**src/rtl/stream_sum_max_accum.sv**
```systemverilog
// Frame-based streaming unit: accumulates saturated sum of (a+b), the running max of a/b
// and a saturating beat count per frame, then presents the result with a valid/ready handshake.
module stream_sum_max_accum #(
    parameter int W      = 8,
    parameter int ACC_W  = 16,
    parameter int CNT_W  = 8,
    parameter int SIGNED = 0
) (
    input  logic             clk,
    input  logic             rst_n,
    input  logic             in_valid,
    output logic             in_ready,
    input  logic [W-1:0]     in_a,
    input  logic [W-1:0]     in_b,
    input  logic             in_last,
    output logic             out_valid,
    input  logic             out_ready,
    output logic [ACC_W-1:0] out_sum,
    output logic [W-1:0]     out_max,
    output logic [CNT_W-1:0] out_count,
    output logic             out_sat
);

    localparam int XW = ACC_W + 2;

    typedef enum logic [1:0] {IDLE, ACCUM, DONE} state_t;

    state_t state, state_nx;

    logic [ACC_W-1:0] acc_sum;
    logic [W-1:0]     run_max;
    logic [CNT_W-1:0] cnt;
    logic             sat_run;

    logic             beat_acc;
    logic [W:0]       s_beat;
    logic [W-1:0]     m_beat;
    logic [ACC_W:0]   add_res;
    logic [ACC_W-1:0] sum_nx;
    logic [W-1:0]     max_nx;
    logic [CNT_W-1:0] cnt_nx;
    logic             sat_nx;

    function automatic logic gt(input logic [W-1:0] x, input logic [W-1:0] y);
        if (SIGNED != 0)
            return $signed(x) > $signed(y);
        else
            return x > y;
    endfunction

    function automatic logic [W:0] beat_sum(input logic [W-1:0] a, input logic [W-1:0] b);
        if (SIGNED != 0)
            return {a[W-1], a} + {b[W-1], b};
        else
            return {1'b0, a} + {1'b0, b};
    endfunction

    // Returns {clamped, value}; the sum is formed two bits wider so it never wraps before clamping.
    function automatic logic [ACC_W:0] sat_add(input logic [ACC_W-1:0] acc, input logic [W:0] s);
        logic signed [XW-1:0] ax, sx, tot, maxv, minv;
        if (SIGNED != 0) begin
            ax   = {{2{acc[ACC_W-1]}}, acc};
            sx   = {{(XW-W-1){s[W]}}, s};
            maxv = (XW'(1) << (ACC_W-1)) - XW'(1);
            minv = -(XW'(1) << (ACC_W-1));
        end else begin
            ax   = {2'b00, acc};
            sx   = {{(XW-W-1){1'b0}}, s};
            maxv = (XW'(1) << ACC_W) - XW'(1);
            minv = '0;
        end
        tot = ax + sx;
        if (tot > maxv)
            return {1'b1, maxv[ACC_W-1:0]};
        else if (tot < minv)
            return {1'b1, minv[ACC_W-1:0]};
        else
            return {1'b0, tot[ACC_W-1:0]};
    endfunction

    assign in_ready  = (state != DONE);
    assign out_valid = (state == DONE);
    assign beat_acc  = in_valid && in_ready;

    always_comb begin
        s_beat  = beat_sum(in_a, in_b);
        m_beat  = gt(in_b, in_a) ? in_b : in_a;
        add_res = sat_add(acc_sum, s_beat);
        sum_nx  = add_res[ACC_W-1:0];
        if (state == IDLE)
            max_nx = m_beat;
        else
            max_nx = gt(m_beat, run_max) ? m_beat : run_max;
        cnt_nx = (cnt == '1) ? cnt : cnt + CNT_W'(1);
        sat_nx = sat_run | add_res[ACC_W] | (cnt == '1);
    end

    always_comb begin
        state_nx = state;
        case (state)
            IDLE, ACCUM: if (beat_acc) state_nx = in_last ? DONE : ACCUM;
            DONE:        if (out_ready) state_nx = IDLE;
            default:     state_nx = IDLE;
        endcase
    end

    always_ff @(posedge clk) begin
        if (!rst_n)
            state <= IDLE;
        else
            state <= state_nx;
    end

    // Frame accumulators clear as the result is captured, so IDLE always starts from zero.
    always_ff @(posedge clk) begin
        if (!rst_n) begin
            acc_sum   <= '0;
            run_max   <= '0;
            cnt       <= '0;
            sat_run   <= 1'b0;
            out_sum   <= '0;
            out_max   <= '0;
            out_count <= '0;
            out_sat   <= 1'b0;
        end else if (beat_acc) begin
            if (in_last) begin
                out_sum   <= sum_nx;
                out_max   <= max_nx;
                out_count <= cnt_nx;
                out_sat   <= sat_nx;
                acc_sum   <= '0;
                run_max   <= '0;
                cnt       <= '0;
                sat_run   <= 1'b0;
            end else begin
                acc_sum   <= sum_nx;
                run_max   <= max_nx;
                cnt       <= cnt_nx;
                sat_run   <= sat_nx;
            end
        end
    end

endmodule

```
**config.mk**
```make
export PLATFORM = sky130hd
export DESIGN_NAME = stream_sum_max_accum
export DESIGN_NICKNAME = d
export VERILOG_FILES = /design/src/rtl/stream_sum_max_accum.sv
export SDC_FILE = /design/constraint.sdc
export NUM_CORES = 1
export LEC_CHECK = 0
export CORE_ASPECT_RATIO = 1.75
export CORE_MARGIN = 1
export CORE_UTILIZATION = 50
export CTS_CLUSTER_DIAMETER = 120
export CTS_CLUSTER_SIZE = 14
export DETAILED_ROUTE_END_ITERATION = 10
export PLACE_DENSITY_LB_ADDON = 0.2
export SYNTH_ARGS = -nofsm -noshare
export SYNTH_HDL_FRONTEND = slang
export SYNTH_SLANG_ARGS = --single-unit
```
**constraint.sdc**
```tcl
create_clock -name clk -period 4.65 [get_ports clk]
set_clock_uncertainty 0.2 [all_clocks]
set_input_delay 0.465 -clock clk [delete_from_list [all_inputs] [get_ports clk]]
set_output_delay 0.465 -clock clk [all_outputs]
set_load 0.01 [all_outputs]
```
After elaboration in Yosys (flattened, before gate mapping)
Index checks and enable logic that the tools add are counted.

word-level totals
  output and inout port bits = 35
  word-level logic and storage cells = 44
  register bits after elaboration = 68

operators by class
  bitwise logic cells = 2
  $add $sub $neg = 3
  reduce and logical (&&, ||, !) cells = 5
  mux-type cells = 15
  equality and inequality tests = 6
  magnitude comparators = 4

operators with widths
  cell                  count
  $mux 8                6
  $mux 17               2
  $add 16x9->17         1
  $gt 17x16->1 const B  1
  $lt 17x1->1 const B   1
  $gt 8x8->1            2
  $mux 16               1
  $add 8x8->9           1
  $add 8x1->8 const B   1
  $eq 8x8->1 const B    1
  $mux 2                3
  $ne 2x2->1 const B    2
  $pmux 2 s2            1
  $reduce_and 2->1      2
  $eq 2x1->1 const B    1
  $eq 2x2->1 const B    1
  $logic_not 2->1       1
  $mux 1                2
  $ne 2x1->1 const B    1
  $or 1x1->1            2
  $reduce_or 2->1       1
  $logic_and 1x1->1     1

Longest topological paths before layout
Gate-level depths: netlist of run 1.

  depth in word-level cells = 8
  gate-level depth with buffers = 15
  mapped depth without buffers = 15

Worst setup path before layout of run 1
No wires, ideal clock.

  kind = input to register
  start = in in_a[1]
  end = reg out_max[1]
  data required time = 4.328 ns
  arrival = 3.273 ns
  stages on the path = 13
  buffers on the path = 0
  setup slack = 1.055 ns
  cells stage by stage = inv_1 > ha_1 > nor2b_4 > o211ai_2 > a21oi_2 > o32ai_4 > mux2_2 > ha_1 > a211oi_1 > o21ai_0 > o21bai_1 > nor2_1 > a221o_1

between the ends
  cells in the longest elaborated chain, start to end = 6

RTL lines
  what                  RTL line  RTL
  start, declared       13        input logic [W-1:0] in_a,
  $gt 8x8->1            48        return x > y;
  $mux 8 (*)            87        m_beat = gt(in_b, in_a) ? in_b : in_a;
  $gt 8x8->1            48
  $mux 1                90        if (state == IDLE)
  $mux 8                93        max_nx = gt(m_beat, run_max) ? m_beat : run_max;
  $mux 8 (*)            90
  end signal, assigned  128       out_max <= max_nx;
  end, declared         19        output logic [W-1:0] out_max,

Every way passes the cells marked *; elsewhere a longest branch is shown, timed or not. The select of a mux whose other input is x is not followed.
A chain may end at the register's enable or synchronous reset.

Worst setup path after layout of run 1
  start = in in_a[5]
  end = reg out_max[1]

Same word-level chain as after synthesis.

==> metrics.txt, run 1 <==
Pwr Total around 1.7 mW; Resized cells post-CTS 0; Setup CP Type in -> reg; DRT Pass-1 Iters 5; GRT Overall Usage a little over a quarter; Final GP Congestion 0.916; Compound-Gate Fraction of Synth Area 23.6%; final net count between 500 and 600; WP data required 4670 ps; Mapped Nets 491; Mapped Avg Cell Area 8.82 sq um; Area contributors post-synth dfxtp_1 (35%), ha_1 (8.1%), a21oi_1 (4.9%); # port buffers 55; total number of vias ~3500; mapped cell area 3850 sq um; vias in the first global route between 3000 and 4000; io pins 56; via/cell ratio 5.92; H-tree levels 3; EDFF count, synth 0; initial core utilization 51.2%; clk_lat worst skew 340 ps; minimum clock period between 4000 and 5000 ps; Ant. Diodes 0; Syn. warnings 0; grt met2 use 43.1%; met3 Resource Use GR 5.43%; simple-gate portion of the synthesized area 17.7%; startpoint types input pin; Worst Tran Pin Value 719 ps; final setup fails 0; clk slew on worst S/H paths ~60 ps; # fillers 663; share of layout cells above drive strength 1 9.29%; worst hold path type reg -> reg; initial antenna violation count 0; area share of the largest cell type after synthesis roughly 35%; Sink Count 68; Synth Instances 436; GRT Max-Usage Layer met2; drt total wl 9500 um; M1 GR Usage 29.5%; unrepaired setup endpoints after global routing false; status complete, no violations; worst path bufs/invs 2; CP Capture Type flop; DR WL/cell 16.3 um; CTS tree built; Max clock buf depth 2; Core ar. 7510 sq um; Yosys top cell by area dfxtp_1; dpl hpwl 7080 um; setup TNS 0 ps; post-synthesis xor/xnor area fraction under 10%; DRC viols 0; Num CTS Buffers 9; Routed Antenna Nets 0; Distinct cells, synth 63; Final period util between 80% and 90%; adder-cell area share of the yosys netlist 12.8%; hold buffers post-CTS 0; row count 42; final hold vios 0; Worst path slowest cell clkdlybuf4s50_1; Pwr per Cell Area 363 nW/um^2; Worst EP arrival about 4000 ps; Fmax achieved 244 MHz; crit path cell chain clkdlybuf4s50_1 > inv_1 > ha_1 > a211oi_2 > nor2_1 > o32ai_4 > mux2_2 > ha_1 > a211oi_1 > o21ai_0 > o21bai_1 > nor2_1 > a221o_1; Post-synth top flop dfxtp_1; #FFs+latches synth 68; Die X 68.3 um; Critical Path Max Stage Delay 530 ps; P_leak approximately 1.9 nW; Area growth syn-to-layout 24.0%; largest family of logic cells by synthesized area compound AO/OA/AOI/OAI gates; largest net degree at the start of global routing 34; Slew Limit Fails 0; Post-CTS Setup Inserts 0; top cell family by delay on the critical path compound AO/OA/AOI/OAI gates; first-pass GRT wire length about 16000 um; CP max FO 8; Die ar. 8060 sq um; peak supply drop 295 uV; Iter 0 DRT Violations 163; mux cell area share after synthesis 2.57%; Die H 118 um; Seq/Total Area, Yosys 35.4%; max cap viols 0; Slew HR between 50% and 60%; GRT Residual Overflow 0; root buffer cell clkbuf_16; fraction of registers with async set or reset after synthesis 0%
-- per-layer routing --
metal / wire (um) / vias to the layer above
met3: 390 / 35
met5: 0 / -
met4: 405 / 0
met1: 3880 / 1610
met2: 4830 / 100
li1: - / 1706
-- cell type report --
| cell class | instances | area (sq um) | area share [%] |
|---|---|---|---|
| Clock buffer | 12 | 246 | 5.17 |
| Clock inverter | 4 | 48.8 | 1.02 |
| Inverter | 27 | 101 | 2.12 |
| Multi-Input combinational cell | 323 | 2310 | 48.3 |
| Sequential cell | 68 | 1360 | 28.5 |
| Tap cell | 88 | 110 | 2.31 |
| Timing Repair Buffer | 61 | 596 | 12.5 |
-- sequential cells by signal, indices dropped and copies added (netlist names) --
name / flops
out_max: 8
run_max: 8
out_sat: 1
cnt: 8
out_count: 8
acc_sum: 16
state: 2
out_sum: 16
sat_run: 1
-- where the power goes --
part	internal (mW)	leakage [nW]	switching (mW)	total, mW
logic	0.184	1.21	0.230	0.414
clock network	0.429	0.147	0.249	0.678
registers	0.617	0.554	0.0218	0.639
total	1.23	1.91	0.501	1.73
-- cell usage in the layout, fill, tap and decap left out, drive strengths merged, types with 5 or more instances in the layout --
| cell type | instances |
|---|---|
| a211oi | 5 |
| a21oi | 40 |
| a221o | 8 |
| a22o | 7 |
| and2 | 5 |
| and3 | 14 |
| buf | 6 |
| clkbuf | 12 |
| clkdlybuf4s50 | 55 |
| dfxtp | 68 |
| fa | 9 |
| ha | 25 |
| inv | 27 |
| mux2 | 7 |
| nand2 | 25 |
| nand3 | 16 |
| nand4 | 6 |
| nor2 | 38 |
| nor3 | 14 |
| o21ai | 40 |
| xnor2 | 7 |
| xor2 | 7 |
-- worst paths after layout --
kind,start,to,slack [ps],depth (start not counted)
worst min register to register,sat_run,sat_run,250,2
worst max-delay path,in_a[5],out_max[1],560,13
worst min-delay path,sat_run,sat_run,250,2
worst max register to register,acc_sum[1],acc_sum[11],1590,11
-- through the flow --
stage | util, % | std cells | hold WS, ps | worst slack, ps | instance area [sq um]
floorplan | - | 436 | 226 | 1060 | 3850
global placement | 59.5 | 567 | 236 | 319 | 4470
detailed placement | 59.5 | 567 | 246 | 171 | 4470
CTS | 63.5 | 583 | 250 | 530 | 4770
global route | 63.5 | 583 | 274 | 280 | 4770
finish | 63.5 | 583 | 249 | 559 | 4770
-- cells by family after synthesis --
group                    after synthesis
AND/OR/NAND/NOR                      133
adder cells (fa/ha/maj)               34
buffers and inverters                 45
flip-flops                            68
multiplexers                           9
XOR/XNOR                              14
AO/OA/AOI/OAI                        133
-- synth_stat cells, types with 2 or more instances --
cell	number
a211o_1	2
a211oi_1	4
a21o_1	3
a21oi_1	38
a21oi_2	2
a221o_1	8
a22o_1	6
a22oi_1	2
a311oi_1	4
a31oi_1	3
and2_1	5
and3_1	14
and4_1	2
buf_2	4
buf_4	2
clkbuf_1	12
dfxtp_1	68
fa_1	9
ha_1	25
inv_1	26
mux2_2	7
mux2i_1	2
nand2_1	24
nand2b_1	2
nand3_1	16
nand4_1	5
nor2_1	37
nor2b_1	3
nor3_1	12
nor3_2	2
nor3b_1	2
nor4_1	3
o211ai_1	2
o211ai_2	2
o21ai_0	37
o21ai_1	2
xnor2_1	7
xor2_1	7
-- worst reg2reg max path: stages (launching register included) --
cell and delay [ps]:
dfxtp_1 300, inv_1 60, fa_1 480, inv_1 40, ha_1 230, fa_1 420, a21o_1 240, a221oi_2 320
o21ai_2 170, and2_1 230, a31oi_1 170, nor3_1 70
Power figures use the tool's default switching activity.
==> run 2, diff against run 1 <==
--- a/config.mk
+++ b/config.mk
@@ -6,7 +6,7 @@
 export NUM_CORES = 1
 export LEC_CHECK = 0
 export CORE_ASPECT_RATIO = 1.75
-export CORE_MARGIN = 1
+export CORE_MARGIN = 3
 export CORE_UTILIZATION = 50
 export CTS_CLUSTER_DIAMETER = 120
 export CTS_CLUSTER_SIZE = 14
==> run 2 against run 1 <==
  * Fmax shrank 3.0%
  * Combinational power grew 1%
  * Die area grew 9.4%
  * Global-route usage shrank 2.3 points
  * Sequential power is essentially flat
  * Power shrank 3.2%
  * Critical path depth grew 1
  * Cell count shrank 0.51%
  * Core utilization grew 1.1 points
  * Clock power shrank 8.6%
  * Worst setup slack lost 130 ps
  * Hold slack gained 4.9 ps
  * Largest cell class unchanged
==> metrics.txt, run 2 (synthesis results as in run 1) <==
unrepaired setup endpoints after global routing false; hold buffers post-CTS 0; P_leak 1.90 nW; initial core utilization 52.4%; max cap viols 0; hold depth 2; drt total wl 9940 um; Num CTS Buffers 9; reg-to-reg startpoint acc_sum[1]; Final period util between 90 and 100%; # port buffers 55; final setup fails 0; Die ar. 8820 sq um; CTS tree built; worst reg2reg endpoint acc_sum[11]; setup TNS 0 ps; Pwr Total 1.68 mW; GRT Residual Overflow 0; Pwr per Cell Area 354 nW/um^2; crit path cell chain clkdlybuf4s50_1 > inv_1 > ha_1 > a211oi_2 > nor2_1 > o32ai_4 > mux2i_1 > ha_1 > nor2b_1 > o211ai_1 > a21oi_1 > o21bai_1 > nor2_1 > a221o_1; Register-to-Register Path Depth 11; area occupied by multi-input gates about 2300 sq um; Setup CP Type in -> reg; clk_lat worst skew 340 ps; io pins 56; Sink Count 68; initial antenna violation count 0; vias in the first global route 3466; Worst Tran Pin Value 736 ps; top cell family by delay on the critical path compound AO/OA/AOI/OAI gates; DRC viols 0; Resized cells post-CTS 0; DRT Pass-1 Iters 6; most common cell after layout, fill and taps aside dfxtp_1; status complete, no violations; Slew Limit Fails 0; root buffer cell clkbuf_16; Worst EP arrival between 4000 and 5000 ps; total number of vias 3503; WP data required 4670 ps; Final GP Congestion 0.957; Worst setup endpoint out_max[4]; dpl hpwl 7220 um; Top Registers acc_sum: 16 flops, out_sum: 16 flops; Die X 72.3 um; worst setup path startpoint in_a[5]; Post-CTS Setup Inserts 0; Die H 122 um; H-tree levels 3; Iter 0 DRT Violations 245; commonest non-fill, non-tap cells in the layout dfxtp_1 (68), clkdlybuf4s50_1 (55), a21oi_1 (38), o21ai_0 (37), nor2_1 (36); row count 41; final net count 545; final hold vios 0; peak supply drop about 260 uV; Area growth syn-to-layout 23.2%; Ant. Diodes 0; CP max FO 8; worst path bufs/invs 2; GRT Overall Usage 23.7%; setup slack, reg-to-reg 1560 ps; Max clock buf depth 2; minimum clock period 4220 ps; Routed Antenna Nets 0; Fmax achieved 237 MHz; share of layout cells above drive strength 1 9.51%; WP depth 14; clk slew on worst S/H paths 50 ps; Slew HR a little over 50%; CP Capture Type flop; Core ar. 7340 sq um; worst hold path type reg -> reg; startpoint types input pin; Worst path slowest cell clkdlybuf4s50_1; first-pass GRT wire length 16400 um; largest net degree at the start of global routing 39; via/cell ratio 6.04; Fin Hold WS between 200 and 300 ps; DR WL/cell 17.1 um; # fillers around 650; Critical Path Max Stage Delay 540 ps; Sequential Area 1360 sq um
[run 2: worst register-to-register path, cell delays in order, from the launching register on]
cell      delay, ps
dfxtp_1         300
inv_1            60
fa_1            480
inv_1            40
ha_1            230
fa_1            420
a21o_1          240
a221oi_2        320
o21ai_2         170
and2_1          240
a31oi_1         190
nor3_1           70
[run 2: power breakdown]
group	switching, mW	leakage (nW)	internal [mW]	total (mW)
clock network	0.251	0.138	0.369	0.620
logic	0.234	1.21	0.184	0.418
registers	0.0223	0.554	0.617	0.639
total	0.507	1.90	1.17	1.68
[run 2: worst min-delay path by stage]
stage / from / endpoint / slack, ps
2_1_floorplan: sat_run / sat_run / 230
3_3_place_gp: sat_run / sat_run / 240
3_5_place_dp: out_count[6] / out_count[6] / 250
4_1_cts: out_count[6] / out_count[6] / 260
5_1_grt: out_count[6] / out_count[6] / 290
6_report: out_count[6] / out_count[6] / 250
[run 2: routing by layer]
layer  share of wire [%]  wire [um]  track usage, %
met5                   0          0               0
met4                 2.1        209            9.41
met3                 4.8        477            4.87
met2                  53       5240            41.4
met1                  40       4010            27.6
[run 2: stage by stage]
step	instances	setup slack (ps)	area, sq um	utilization (%)
6_report	580	432	4740	64.6
2_1_floorplan	436	1060	3850	-
3_5_place_dp	565	148	4470	61.0
4_1_cts	580	467	4740	64.6
3_3_place_gp	565	310	4470	61.0
5_1_grt	580	246	4740	64.6
[run 2: final cells by class]
type	count	area share [%]
clock buffers	10	5.04
clock inverters	5	0.607
inverters	27	2.14
multi-input cells	323	48.7
flip-flops and latches	68	28.7
well taps	86	2.27
repair buffers	61	12.6
==> run 3, diff against run 2 <==
--- a/config.mk
+++ b/config.mk
@@ -8,10 +8,12 @@
 export CORE_ASPECT_RATIO = 1.75
 export CORE_MARGIN = 3
 export CORE_UTILIZATION = 50
+export CTS_BUF_LIST = sky130_fd_sc_hd__clkbuf_8
 export CTS_CLUSTER_DIAMETER = 120
 export CTS_CLUSTER_SIZE = 14
 export DETAILED_ROUTE_END_ITERATION = 10
-export PLACE_DENSITY_LB_ADDON = 0.2
+export PLACE_DENSITY = 0.74
+export SLEW_MARGIN = 10
 export SYNTH_ARGS = -nofsm -noshare
 export SYNTH_HDL_FRONTEND = slang
 export SYNTH_SLANG_ARGS = --single-unit
==> run 3 against run 2 <==
  * Design area decreased by 0.87%
  * Worst setup slack improved by 87 ps
  * Clock power decreased by 7.9%
  * Die area unchanged
  * Sequential cell count unchanged
  * Routed wire length decreased by 3.2%
  * Sequential share of layout area increased by 0.25 points
  * Sequential power about the same
  * First-iteration DRC count decreased by 29%
  * Core utilization decreased by 0.56 points
  * Cell count decreased by 0.17%
  * Critical path type unchanged
==> metrics.txt, run 3 (synthesis results as in run 1) <==
clk slew on worst S/H paths about 70 ps; worst setup margin 519 ps; switching part of the total 29.6%; H-tree levels 3; Critical Path Max Stage Delay 540 ps; Area growth syn-to-layout 22.2%; Setup CP Type in -> reg; Core ar. roughly 7300 sq um; Comb pwr share 25.4%; Final period util 88.8%; GRT Residual Overflow 0; WP data required 4690 ps; dpl hpwl 7010 um; DR WL/cell ~17 um; share of layout cells above drive strength 1 around a tenth; Inst Count DP 564; Ant. Diodes 0; GRT Overall Usage 23.6%; initial core utilization 52.4%; Reg power frac 39.3%; final net count 544; via/cell ratio 5.94; pre-CTS WS about 160 ps; Max clock buf depth 2; post-route insts no fill 579; Layout Utilization 64.0%; DRT Pass-1 Iters 4; Die H ~120 um; # port buffers 55; startpoint types input pin; drt total wl roughly 9600 um; minimum clock period 4130 ps; Sink Count 68; clk_lat worst skew between 300 and 400 ps; crit path cell chain clkdlybuf4s50_1 > inv_1 > ha_1 > a211oi_2 > nor2_1 > o32ai_4 > mux2_2 > ha_1 > a211oi_1 > o21ai_0 > o21bai_1 > nor2_1 > a221o_1; Iter 0 DRT Violations 173; Pwr per Cell Area 345 nW/um^2; clock power share 35.2%; Worst EP arrival 4170 ps; Fmax achieved 242 MHz; largest net degree at the start of global routing 39; Routed Antenna Nets 0; status complete, no violations; Fin Hold WS around 250 ps; unrepaired setup endpoints after global routing false; final hold vios 0; hold buffers post-CTS 0; first-pass GRT wire length 16300 um; Final GP Congestion 0.868; io pins 56; Slew Limit Fails 0; Resized cells post-CTS 0; final setup fails 0; Worst Tran Pin Value 695 ps; Post-CTS Setup Inserts 0; vias in the first global route 3491; total number of vias 3438; DRC viols 0; CTS tree built; Num CTS Buffers 9; setup TNS 0 ps; Worst path slowest cell clkdlybuf4s50_1; Die X 72.3 um; initial antenna violation count 0; root buffer cell clkbuf_8; # fillers 659; most common cell after layout, fill and taps aside dfxtp_1; row count 41; max cap viols 0; Die ar. ~8800 sq um; Psw 0.479 mW; P_leak about 1.9 nW; commonest non-fill, non-tap cells in the layout dfxtp_1 (68), clkdlybuf4s50_1 (55), a21oi_1 (38), o21ai_0 (37), nor2_1 (36); Top Registers acc_sum: 16 flops, out_sum: 16 flops; CP max FO 8; Pint roughly 1.1 mW; CP Capture Type flop; Slew HR 53.6%; worst hold path type reg -> reg; peak supply drop 255 uV
run 3: changes by cell type in the layout (fill, tap and decap cells not counted), sizes merged:
cell / before / now
clkinv: 5 / 1
bufinv: 0 / 2
clkbuf: 10 / 12
buf: 6 / 5
run 3: final timing paths:
kind | end | slack (ps) | cells past startpoint | from
max | out_max[1] | 520 | 13 | in_a[5]
min | sat_run | 250 | 2 | sat_run
max reg2reg | acc_sum[11] | 1510 | 11 | acc_sum[1]
min reg2reg | sat_run | 250 | 2 | sat_run
run 3: power by group through the flow:
stage / logic [mW] / clock network, mW / registers [mW]
2_1_floorplan: 0.273 / 0 / 0.654
4_1_cts: 0.416 / 0.582 / 0.637
3_3_place_gp: 0.403 / 0 / 0.650
6_report: 0.413 / 0.571 / 0.637
5_1_grt: 0.461 / 0.605 / 0.642
3_5_place_dp: 0.410 / 0 / 0.650
run 3: critical path: cells and delay by family:
kind,cells,cell delay [ps]
AND/OR/NAND/NOR,2,290
buffers and inverters,2,610
multiplexers,1,450
AO/OA/AOI/OAI,6,1730
adder cells (fa/ha/maj),2,630
run 3: layout make-up:
cell class	instances	area [sq um]	area share (%)
Clock buffer	12	165	3.52
Clock inverter	3	68.8	1.46
Inverter	27	101	2.16
Multi-Input combinational cell	323	2310	49.1
Sequential cell	68	1360	29.0
Tap cell	86	108	2.29
Timing Repair Buffer	60	588	12.5
run 3: metal layers:
| layer | up-vias | routed length, um | GRT usage (%) |
|---|---|---|---|
| met4 | 0 | 382 | 12.1 |
| met5 | - | 0 | 0 |
| met1 | 1599 | 3870 | 26.8 |
| li1 | 1701 | - | - |
| met2 | 114 | 4870 | 40.8 |
| met3 | 24 | 500 | 4.87 |
run 3: metrics by stage:
stage	cell area, sq um	power (mW)
detailed placement	4460	1.06
finish	4700	1.62
global placement	4460	1.05
global route	4700	1.71
floorplan	3850	0.926
CTS	4700	1.64
